### src/rtl/replay_buffer.sv
// Replay buffer: records strobed bytes into a synchronous-read RAM and, on
// request, plays them back one at a time to a downstream transmitter.
module replay_buffer #(
  parameter int ADDR_W = 8
) (
  input  logic              clk,
  input  logic              rst,
  input  logic              ready,
  input  logic [7:0]        data,
  input  logic              record_en,
  input  logic              replay_start,
  input  logic              replay_en,
  input  logic              tx_busy,
  output logic              tx_start,
  output logic [7:0]        tx_data,
  output logic [ADDR_W:0]   count,
  output logic              overflow,
  output logic              replay_done
);

  localparam int              DEPTH   = 2 ** ADDR_W;
  localparam logic [ADDR_W:0] DEPTH_L = (ADDR_W + 1)'(DEPTH);

  typedef enum logic [2:0] {
    S_IDLE,
    S_FETCH,
    S_LATCH,
    S_SEND,
    S_GUARD,
    S_WAIT,
    S_DONE
  } state_t;

  state_t          state;
  logic [ADDR_W:0] rd_ptr;
  logic [7:0]      mem [DEPTH];
  logic [7:0]      ram_q;
  logic            rec_fire;
  logic            full;

  assign rec_fire = ready && record_en;
  assign full     = (count == DEPTH_L);

  // Recording bookkeeping: count saturates at DEPTH, a dropped byte sets the sticky overflow.
  always_ff @(posedge clk) begin
    if (rst) begin
      count    <= '0;
      overflow <= 1'b0;
    end else if (rec_fire) begin
      if (!full) count    <= count + 1'b1;
      else       overflow <= 1'b1;
    end
  end

  // RAM write port: append the received byte at the current fill level.
  // NOTE: the storage array has no reset; stale contents are never read because count restarts at 0.
  always_ff @(posedge clk) begin
    if (!rst && rec_fire && !full) mem[count[ADDR_W-1:0]] <= data;
  end

  // RAM read port: one-cycle latency, address held steady by the FSM during FETCH.
  always_ff @(posedge clk) begin
    ram_q <= mem[rd_ptr[ADDR_W-1:0]];
  end

  // Replay FSM: fetch, latch, launch one byte, then wait for the transmitter to drain.
  // NOTE: all state and registered outputs use non-blocking assignments so every branch sees pre-edge values.
  always_ff @(posedge clk) begin
    if (rst) begin
      state       <= S_IDLE;
      rd_ptr      <= '0;
      tx_start    <= 1'b0;
      tx_data     <= 8'h00;
      replay_done <= 1'b0;
    end else begin
      tx_start    <= 1'b0;
      replay_done <= (state == S_DONE);
      case (state)
        S_IDLE: begin
          if (replay_start) begin
            rd_ptr <= '0;
            state  <= (count == '0) ? S_DONE : S_FETCH;
          end
        end
        S_FETCH: state <= S_LATCH;
        S_LATCH: begin
          tx_data <= ram_q;
          state   <= S_SEND;
        end
        S_SEND: begin
          if (replay_en && !tx_busy) begin
            tx_start <= 1'b1;
            rd_ptr   <= rd_ptr + 1'b1;
            state    <= S_GUARD;
          end
        end
        // The transmitter only raises busy a cycle after tx_start, so skip one sample of it.
        S_GUARD: state <= S_WAIT;
        S_WAIT: begin
          if (!tx_busy) state <= (rd_ptr == count) ? S_DONE : S_FETCH;
        end
        S_DONE:  state <= S_DONE;
        default: state <= S_IDLE;
      endcase
    end
  end

endmodule
### config.mk
export PLATFORM = sky130hd
export DESIGN_NAME = replay_buffer
export DESIGN_NICKNAME = d
export VERILOG_FILES = /design/src/rtl/replay_buffer.sv
export SDC_FILE = /design/constraint.sdc
export NUM_CORES = 2
export LEC_CHECK = 0
export ABC_AREA = 1
export BUFFER_PORTS_ARGS = -buffer_cell sky130_fd_sc_hd__buf_2
export CAP_MARGIN = 15
export CORE_ASPECT_RATIO = 1.25
export CORE_UTILIZATION = 45
export DETAILED_ROUTE_END_ITERATION = 8
export PLACE_DENSITY = 0.6
export SLEW_MARGIN = 30
export SYNTH_ARGS = -nofsm -noshare
export SYNTH_HDL_FRONTEND = slang
export SYNTH_SLANG_ARGS = --single-unit
### constraint.sdc
create_clock -name clk -period 3.28 [get_ports clk]
set_input_delay 0.656 -clock clk [delete_from_list [all_inputs] [get_ports clk]]
set_output_delay 0.656 -clock clk [all_outputs]
set_load 0.01 [all_outputs]
==> results.ini <==
[synth]
synth_warnings = 0
synth_cells = 8162
ys_types = 41
syn_area_per_cell_um2 = 10.7
synth_area_um2 = 87700
synth_top_area_share_pct = 70.1
synthesis.nets = 8182
seq_area_frac_synth_pct = 71.0
ys.flop_type = edfxtp_1
synth_area_leaders = edfxtp_1 70%, nand2_1 9.6%, nor2_1 5.2%, nand3_1 4.1%, o21ai_0 3.0%
synth-seq-cells = 2088
synth.largest_area_cell = edfxtp_1
synth_edf_count = 2048
async_reset_ff_share_pct = 0

[placed_design]
hpwl_um = 148000
place_congestion = 0.891
port-buffer-count = 34
placed_cell_area_um2 = 93400

[clock_tree]
hold_buffers = 1
cts-root-buf = clkbuf_16
clk_latency_ns = 0.83
h-tree-depth = 4
clk_path_buf_depth = 3
clkTransAtPathRegs_ns = 0.07
cts_resized = 0
cts_buffers = 194
postCtsSetupBuffers = 0
cts.sinks = 2088
cts_tree = built

[final_layout]
fin_nets = 8402
final_common_cell = nand2_1
area.growth.synth_to_final_pct = 13.8
multi_input_area_um2 = 20900
mostFrequentLayoutCells = 2246 x nand2_1, 2048 x edfxtp_1, 1221 x nor2_1
fill_cells = 16800
seq_area_um2 = 62300
drive_above_1_share_pct = 9.60
stdcell_area_um2 = 99800

[floorplanning]
core-area_um2 = 193000
row_count = 180
dieArea_um2 = 197000
die_h_um = 496
initial_core_util_pct = 45.4
num_io_pins = 35
die_x_um = 397

[timing]
timing.slew.headroom_pct = 32.0
final-hold-violation-count = 0
finalCriticalPeriod_ns = 3.09
finClkSkew_ns = 0.0269
setup_viol = 0
rsz0062_at_grt = false
fmax_ghz = 0.323
tightest_slew_ns = 1.02
fin_crit_sh_pct = 94.4
tns_ns = 0
slew_violations = 0

[drt]
post_drt_wl_per_cell_um = 22.0
vias_per_cell = 5.33
num_vias = 59100
finalWirelength_um = 245000
drc = 0
first_pass_iters = 8
ant_nets = 0
drtIter0Drc = 5430

[global_routing]
gr-total-overflow = 0
grt_antenna_before_repair = 6
grt_pass1_vias = 58000
grt_util_all_layers_pct = 24.8
grt_pass1_wl_um = 365000
grt_max_degree = 139

[setup_path]
cp_data_required_time_ns = 3.83
crit_fanout = 10
cp_slowest_cell = dfxtp_1
timing.setup.critical_path_class = reg -> reg
cp.arrival_ns = 3.65
critical-path-max-stage-delay_ns = 0.42
crit_chain = inv_1 > ha_1 > nand3_1 > inv_1 > nand3_1 > nand2_2 > nor3b_2 > nand3_2 > buf_12 > nor2_1 > buf_4
crit_path_start_kind = register
cp-end-kind = register

[pwr]
pwr-share-clk_pct = 38.2
pwr-share-seq_pct = 49.9
p_leak_uw = 0.0380
power.density_nw_per_um2 = 593
p_sw_uw = 15000
ir_drop_v = 0.000536
swShare_pct = 25.4
p_comb_share_pct = 11.9
p_int_uw = 44100
power_uw = 59100

[flow_run]
max_cap_viol_count = 0

[run_status]
status = finished, final reports clean

[worst_hold_path]
hold_class = in -> reg

[worst max-delay path: cells and delay by family (launching register included)]
family | cells | cell delay [ns]
flip-flops | 1 | 0.42
AND/OR/NAND/NOR | 6 | 1.42
adder cells (fa/ha/maj) | 1 | 0.26
buffers and inverters | 4 | 0.70
[sequential cells by signal (all words and copies together) (netlist names)]
name,count
replay_done,1
tx_data,8
rd_ptr,9
tx_start,1
state,3
count,9
ram_q,8
overflow,1
mem,2048
[cell type report]
cell class,instances,area share [%]
Clock buffer,236,5.13
Multi-Input combinational cell,4968,20.9
Tap cell,2548,3.20
Timing Repair Buffer,490,4.64
Inverter,640,2.43
Antenna cell,2,0.00502
Sequential cell,2088,62.5
Clock inverter,126,1.21
[per-stage QoR]
| stage | instances | util, % | setup WS [ns] | hold slack (ns) |
|---|---|---|---|---|
| global placement | 10700 | 48.4 | 0.238 | 0.435 |
| detailed placement | 10700 | 48.4 | 0.229 | 0.435 |
| CTS | 11100 | 51.7 | 0.197 | 0.0186 |
| floorplan | 8162 | - | 0.671 | 0.467 |
| finish | 11100 | 51.7 | 0.185 | 0.0765 |
| global route | 11100 | 51.7 | 0.0461 | 0.0862 |
[Yosys cell counts, drive strengths merged (4+ instances only)]
library cell and n:
nand2 2251, edfxtp 2048, nor2 1224, nand3 726, inv 636, o21ai 541, buf 311, clkbuf 155
a21oi 101, o211ai 57, dfxtp 40, or2 22, nand4 9, nor3 9, ha 5, clkinv 4
o22ai 4
[logic make-up after synthesis]
kind of cell,Yosys count,synth area share [%]
adders and majority gates,5,0.0713
buffers and inverters,1106,5.20
AOI/OAI and AO/OA,712,4.26
and+or+nand+nor,4247,19.4
xor gates and xnor gates,4,0.0400
DFF,2088,71.0
[power by group through the flow]
stage | registers [uW] | logic [uW] | clock network, uW
global route | 29500 | 7690 | 23800
finish | 29500 | 7010 | 22600
CTS | 29500 | 7010 | 22900
global placement | 30100 | 6910 | 0
floorplan | 30000 | 4200 | 0
detailed placement | 30100 | 6970 | 0
[routing by layer]
metal | share of wire, % | track usage, %
met5 | 0 | 0
met4 | 4.7 | 11.7
met3 | 6.5 | 3.00
met2 | 49 | 41.4
met1 | 40 | 32.4
[path summary, 6_finish.rpt]
check	start	endpoint	slack [ns]	cells past startpoint
setup / recovery	count[1]$_SDFFE_PP0P_	mem[118][5]$_DFFE_PP_	0.19	11
hold / removal	replay_en	tx_start$_SDFF_PP0_	0.08	3
setup reg to reg	count[1]$_SDFFE_PP0P_	mem[118][5]$_DFFE_PP_	0.19	11
hold reg to reg	tx_data[5]$_SDFFE_PP0P_	tx_data[5]$_SDFFE_PP0P_	0.45	2
(Power assumes the default switching activity.)
